### src/rtl/clk_rate_ctrl.sv
// PHY common-clock sequencer: holds the PLL output gated until lock is stable,
// then serves run-time DataBusWidth changes by gating, reloading and ungating PCLK.
module clk_rate_ctrl #(
    parameter int LOCK_TIMEOUT  = 1024,
    parameter int SETTLE_CYCLES = 16,
    parameter int GATE_CYCLES   = 4,
    parameter int SYNC_STAGES   = 2
) (
    input  logic       Ref_Clk,
    input  logic       Rst,
    input  logic       pll_lock,
    input  logic       width_req_valid,
    input  logic [5:0] width_req,
    output logic       width_req_ready,
    output logic [7:0] div_ratio,
    output logic [5:0] cur_width,
    output logic       clk_gate_en,
    output logic       phy_clk_ready,
    output logic       width_done,
    output logic       err_illegal_width,
    output logic       lock_lost,
    output logic       lock_fail
);

    localparam int CNT_MAX = (LOCK_TIMEOUT > SETTLE_CYCLES)
                           ? ((LOCK_TIMEOUT > GATE_CYCLES) ? LOCK_TIMEOUT : GATE_CYCLES)
                           : ((SETTLE_CYCLES > GATE_CYCLES) ? SETTLE_CYCLES : GATE_CYCLES);
    localparam int CNT_W = $clog2(CNT_MAX + 1);

    localparam logic [CNT_W-1:0] LOCK_LAST   = CNT_W'(LOCK_TIMEOUT - 1);
    localparam logic [CNT_W-1:0] SETTLE_LAST = CNT_W'(SETTLE_CYCLES - 1);
    localparam logic [CNT_W-1:0] GATE_LAST   = CNT_W'(GATE_CYCLES - 1);

    typedef enum logic [2:0] {
        S_WAIT_LOCK,
        S_SETTLE,
        S_RUN,
        S_GATE,
        S_RELOAD,
        S_UNGATE,
        S_LOCK_FAIL
    } state_t;

    function automatic logic [7:0] ratio_of(input logic [5:0] width);
        case (width)
            6'd8:    ratio_of = 8'd10;
            6'd16:   ratio_of = 8'd20;
            6'd32:   ratio_of = 8'd40;
            default: ratio_of = 8'd0;
        endcase
    endfunction

    state_t                 state_q, state_d;
    logic [CNT_W-1:0]       cnt_q, cnt_d;
    logic [SYNC_STAGES-1:0] sync_q;
    logic [5:0]             pend_width_q, pend_width_d;
    logic                   reloaded_q, reloaded_d;
    logic [7:0]             ratio_d;
    logic [5:0]             width_d;
    logic                   ready_d, gate_d, clk_ready_d, done_d, err_d, lost_d, fail_d;
    logic                   lock_s;
    logic                   accept;
    logic                   req_legal;

    assign lock_s    = sync_q[SYNC_STAGES-1];
    assign req_legal = (ratio_of(width_req) != 8'd0);
    // The ready flop already implies RUN; lock_s lets a same-cycle lock loss win.
    assign accept    = width_req_valid && width_req_ready && lock_s;

    always_comb begin
        // NOTE: every signal written here gets a default first so no path can infer a latch.
        state_d      = state_q;
        cnt_d        = cnt_q;
        pend_width_d = pend_width_q;
        reloaded_d   = reloaded_q;
        ratio_d      = div_ratio;
        width_d      = cur_width;
        ready_d      = 1'b0;
        gate_d       = 1'b0;
        clk_ready_d  = 1'b0;
        done_d       = 1'b0;
        err_d        = 1'b0;
        lost_d       = 1'b0;
        fail_d       = 1'b0;

        case (state_q)
            S_WAIT_LOCK: begin
                if (lock_s) begin
                    state_d = S_SETTLE;
                    cnt_d   = '0;
                end else if (cnt_q == LOCK_LAST) begin
                    state_d = S_LOCK_FAIL;
                    cnt_d   = '0;
                end else begin
                    cnt_d = cnt_q + CNT_W'(1);
                end
            end

            S_SETTLE: begin
                if (!lock_s) begin
                    state_d = S_WAIT_LOCK;
                    cnt_d   = '0;
                end else if (cnt_q == SETTLE_LAST) begin
                    state_d = S_RUN;
                    cnt_d   = '0;
                end else begin
                    cnt_d = cnt_q + CNT_W'(1);
                end
            end

            S_RUN: begin
                if (!lock_s) begin
                    state_d    = S_WAIT_LOCK;
                    cnt_d      = '0;
                    lost_d     = 1'b1;
                    reloaded_d = 1'b0;
                end else begin
                    gate_d      = 1'b1;
                    clk_ready_d = 1'b1;
                    ready_d     = 1'b1;
                    // First RUN cycle after a reload reports the completed change.
                    done_d      = reloaded_q;
                    reloaded_d  = 1'b0;
                    if (accept) begin
                        if (!req_legal) begin
                            err_d = 1'b1;
                        end else if (width_req == cur_width) begin
                            done_d = 1'b1;
                        end else begin
                            pend_width_d = width_req;
                            state_d      = S_GATE;
                            cnt_d        = '0;
                            ready_d      = 1'b0;
                        end
                    end
                end
            end

            S_GATE: begin
                if (!lock_s) begin
                    state_d = S_WAIT_LOCK;
                    cnt_d   = '0;
                    lost_d  = 1'b1;
                end else if (cnt_q == GATE_LAST) begin
                    state_d = S_RELOAD;
                    cnt_d   = '0;
                end else begin
                    cnt_d = cnt_q + CNT_W'(1);
                end
            end

            S_RELOAD: begin
                if (!lock_s) begin
                    state_d = S_WAIT_LOCK;
                    cnt_d   = '0;
                    lost_d  = 1'b1;
                end else begin
                    // Enable is released on the same edge that loads the new ratio.
                    gate_d     = 1'b1;
                    ratio_d    = ratio_of(pend_width_q);
                    width_d    = pend_width_q;
                    reloaded_d = 1'b1;
                    state_d    = S_UNGATE;
                    cnt_d      = '0;
                end
            end

            S_UNGATE: begin
                if (!lock_s) begin
                    state_d    = S_WAIT_LOCK;
                    cnt_d      = '0;
                    lost_d     = 1'b1;
                    reloaded_d = 1'b0;
                end else begin
                    gate_d = 1'b1;
                    if (cnt_q == GATE_LAST) begin
                        state_d = S_RUN;
                        cnt_d   = '0;
                    end else begin
                        cnt_d = cnt_q + CNT_W'(1);
                    end
                end
            end

            S_LOCK_FAIL: begin
                fail_d = 1'b1;
            end

            default: begin
                state_d = S_WAIT_LOCK;
                cnt_d   = '0;
            end
        endcase
    end

    // NOTE: sequential state uses non-blocking assignments so every flop samples pre-edge values.
    always_ff @(posedge Ref_Clk or posedge Rst) begin
        if (Rst) begin
            sync_q            <= '0;
            state_q           <= S_WAIT_LOCK;
            cnt_q             <= '0;
            pend_width_q      <= 6'd8;
            reloaded_q        <= 1'b0;
            div_ratio         <= 8'd10;
            cur_width         <= 6'd8;
            width_req_ready   <= 1'b0;
            clk_gate_en       <= 1'b0;
            phy_clk_ready     <= 1'b0;
            width_done        <= 1'b0;
            err_illegal_width <= 1'b0;
            lock_lost         <= 1'b0;
            lock_fail         <= 1'b0;
        end else begin
            sync_q            <= {sync_q[SYNC_STAGES-2:0], pll_lock};
            state_q           <= state_d;
            cnt_q             <= cnt_d;
            pend_width_q      <= pend_width_d;
            reloaded_q        <= reloaded_d;
            div_ratio         <= ratio_d;
            cur_width         <= width_d;
            width_req_ready   <= ready_d;
            clk_gate_en       <= gate_d;
            phy_clk_ready     <= clk_ready_d;
            width_done        <= done_d;
            err_illegal_width <= err_d;
            lock_lost         <= lost_d;
            lock_fail         <= fail_d;
        end
    end

endmodule

### config.mk
export PLATFORM = sky130hd
export DESIGN_NAME = clk_rate_ctrl
export DESIGN_NICKNAME = d
export VERILOG_FILES = /design/src/rtl/clk_rate_ctrl.sv
export SDC_FILE = /design/constraint.sdc
export NUM_CORES = 1
export LEC_CHECK = 0
export ABC_AREA = 1
export BUFFER_PORTS_ARGS = -buffer_cell sky130_fd_sc_hd__buf_2
export CORE_MARGIN = 3
export CORE_UTILIZATION = 43
export CTS_CLUSTER_SIZE = 25
export DETAILED_ROUTE_END_ITERATION = 8
export SLEW_MARGIN = 20
export SYNTH_ARGS = -nofsm -noshare
export SYNTH_HDL_FRONTEND = slang
export SYNTH_SLANG_ARGS = --single-unit
### constraint.sdc
create_clock -name Ref_Clk -period 2.9 [get_ports Ref_Clk]
set_input_delay 0.145 -clock Ref_Clk [delete_from_list [all_inputs] [get_ports Ref_Clk]]
set_output_delay 0.145 -clock Ref_Clk [all_outputs]
set_load 0.02 [all_outputs]
==> implementation parameters <==
Parameter                              Value

Yosys
  Most common cell in the synthesized netlist    sky130_fd_sc_hd__nand2_1
  Library cell occupying the most area in the post-synthesis netlist    sky130_fd_sc_hd__dfrtp_1
  Post-Syn Area    2340 um2
  YS warnings    0
  Fraction of registers with async set or reset after synthesis    100%
  Register bit total from synthesis    40
  Ranking of synthesized cells by area    sky130_fd_sc_hd__dfrtp_1 (39%), sky130_fd_sc_hd__nand2_1 (12%), sky130_fd_sc_hd__inv_1 (8.7%)
  Gate count after technology mapping    320
  Avg Synthesized Cell Area    7.31 um2
  Count of cell types in the netlist    28
  Main synth FF type    sky130_fd_sc_hd__dfrtp_1
  Number of enable flip-flop cells after synthesis    0
  Fraction of the yosys area taken by sequential cells    43.0%
  Ranking of synthesized cells by instance count    sky130_fd_sc_hd__nand2_1 (77), sky130_fd_sc_hd__inv_1 (54), sky130_fd_sc_hd__dfrtp_1 (36)
  Yosys top cell area share    38.5%

Floorplan
  Floorplan row count    26
  Placeable core region    5170 um2
  Die footprint    6360 um2
  Overall die height    79.7 um
  Initial core utilization    45.2%
  Die Wd    79.7 um
  Top-Level Pins    31

Placement
  Placed Cells incl. Taps    413
  Final HPWL from detailed placement    4180 um
  Setup slack after placement    0.985 ns
  RePlAce Congestion    0.906
  Count of buffers from port buffering    27

STA
  Unrepaired setup endpoints after global routing    false
  Worst-case headroom to the max-slew limit    60.3%
  Slew at the pin with the worst max-slew slack    0.596 ns
  Fmax    509 MHz
  Post-route clock skew    0.0107 ns
  Shortest clock period the worst path allows after layout    1.96 ns
  Crit share post-route    67.7%
  Endpoints failing setup    0
  Final max-slew violation count    0
  Total count of hold-check failures in the final report    0
  Total Neg Setup Slack    0 ns
  Final worst setup slack    0.936 ns

Final layout
  Final non-filler cell total    423
  Layout cells sized above 1    17.6%
  Number of nets in the layout    363
  Storage element area    1010 um2
  Number of antenna repair diodes    0
  Count of fill cells added during filler insertion    524
  P&R area growth vs syn    14.2%
  Multi-input gate area    1080 um2

Routing
  Total iterations of the first detailed-routing run    4
  Via Count    2162
  DRC marker count from the first detailed-route iteration    203
  Count of antenna-violating nets left after detailed routing    0
  Post-detailed-routing wire length    5360 um
  Per-cell via count in the routed design    5.11
  Drc violations    0
  Routed length per placed instance    12.7 um

CTS
  Deepest level of the CTS H-tree    2
  Post-cts repair resize count    0
  Bufs on Longest Clock Path    2
  Clk_lat worst skew    0.30 ns
  Number of buffers added by the clock tree synthesis step    5
  Sink Count    40
  Worst-path clk slew    0.09 ns
  Buffer cell driving the clock tree root    sky130_fd_sc_hd__clkbuf_8
  CTS tree    done

Global routing
  Via count of the first global-routing pass    1859
  First-pass GRT wire length    9090 um
  Global-route total usage across every layer    18.6%
  Number of antenna violations at the first check in global routing    0
  Largest net degree at the start of global routing    21
  Overflow after GRT    0

Run status
  Result of the run    completed

Critical path
  Required time of the critical path    3.10 ns
  Standard cell with the maximum stage delay on the critical path    sky130_fd_sc_hd__dfrtp_1
  Worst setup path class    flip-flop to flip-flop
  Buffering stage count on the worst path with inverters included    1
  Slowest stage delay, CP    0.73 ns
  CP Cell Sequence    nand2_1 -> nor2_4 -> inv_1 -> o41ai_2
  Crit path arrival time    2.16 ns
  Delay-heaviest family, CP    flip-flops
  Type of element launching the critical path    flip-flop
  Kind of end point of the critical path    flip-flop
  Worst-path maximum fanout    19

Hold path
  Worst Hold Class    input port to flip-flop

Power
  Power per cell area    653 nW/um2
  Static Leak    1.41 nW
  Maximum vdd drop    0.324 mV

Run
  Max-cap violations    0
-- final timing paths --
path | slack, ns | startpoint | to | cells after the start
min in group asynchronous | 0.39 | Rst | sync_q[1] | 3
max in group asynchronous | 1.83 | Rst | pend_width_q[3] | 4
worst min register to register | 0.34 | sync_q[0] | sync_q[1] | 0
worst min-delay path | 0.12 | width_req_valid | err_illegal_width | 3
worst max-delay path | 0.94 | sync_q[1] | div_ratio[4] | 4
worst max register to register | 0.94 | sync_q[1] | div_ratio[4] | 4
-- final cells by class --
cell class,instances,share of cell area (%)
inverter,56,7.87
sequential,40,37.7
timing repair buffer,31,6.37
clock inverter,3,1.73
tap,70,3.28
clock buffer,5,2.58
multi-input combinational,218,40.5
-- per-layer routing --
layer | part of all wire, % | global-route usage [%]
met5 | 0 | 0
met4 | 1.6 | 5.74
met2 | 44 | 27.5
met1 | 47 | 27.3
met3 | 7.0 | 3.72
-- cell usage in the layout, fill, tap and decap left out, types with 3 or more instances in the layout --
cell type,count
sky130_fd_sc_hd__a21oi_1,6
sky130_fd_sc_hd__buf_2,27
sky130_fd_sc_hd__clkbuf_8,5
sky130_fd_sc_hd__conb_1,3
sky130_fd_sc_hd__dfrtp_1,36
sky130_fd_sc_hd__dfstp_2,4
sky130_fd_sc_hd__inv_1,54
sky130_fd_sc_hd__nand2_1,77
sky130_fd_sc_hd__nand2_2,9
sky130_fd_sc_hd__nand3_1,28
sky130_fd_sc_hd__nand4_1,18
sky130_fd_sc_hd__nor2_1,30
sky130_fd_sc_hd__nor2_4,4
sky130_fd_sc_hd__nor3_1,7
sky130_fd_sc_hd__o21ai_0,20
sky130_fd_sc_hd__xor2_1,4
-- repair_timing --
| item | 4_1_cts | 5_1_grt |
|---|---|---|
| endpoints found under the hold margin | 9 | 0 |
| hold buffers | 2 | 0 |
| setup buffers | 0 | 0 |
-- stage by stage --
| step | area [um2] | hold slack (ns) | utilization, % | total power [W] |
|---|---|---|---|---|
| 2_1_floorplan | 2350 | 0.176 | - | 0.00112 |
| 3_3_place_gp | 2540 | 0.185 | 49.0 | 0.00128 |
| 3_5_place_dp | 2540 | 0.189 | 49.0 | 0.00127 |
| 4_1_cts | 2670 | 0.105 | 51.6 | 0.00175 |
| 5_1_grt | 2670 | 0.121 | 51.6 | 0.00186 |
| 6_report | 2670 | 0.116 | 51.6 | 0.00174 |
-- sequential cells by signal, summed over array words and instances (netlist names) --
register	cells
width_done	1
state_q	3
err_illegal_width	1
cnt_q	11
phy_clk_ready	1
lock_lost	1
sync_q	2
clk_gate_en	1
pend_width_q	6
reloaded_q	1
div_ratio	4
lock_fail	1
width_req_ready	1
cur_width	6
-- worst min-delay path, stage by stage --
cell                      delay, ns
sky130_fd_sc_hd__buf_2         0.09
sky130_fd_sc_hd__nand2_1       0.09
sky130_fd_sc_hd__nor3_1        0.06
-- power breakdown --
group	leakage [nW]	internal (W)	total, W	switching, W
Clock	0.0548	0.000259	0.000475	0.000215
Combinational	0.824	0.000163	0.000549	0.000386
Sequential	0.532	0.000643	0.000720	0.0000765
Total	1.41	0.00107	0.00174	0.000677
-- kinds of logic (layout without fill, tap and decap cells) --
family	after synthesis	after routing	synth area share (%)
XOR/XNOR	4	4	1.50
AND/OR/NAND/NOR	178	178	35.6
AO/OA/AOI/OAI	32	32	8.13
adder cells (fa/ha/maj)	1	1	0.535
other	1	3	0.160
buffers and inverters	64	95	11.0
flip-flops	40	40	43.0
(Power assumes the default switching activity.)
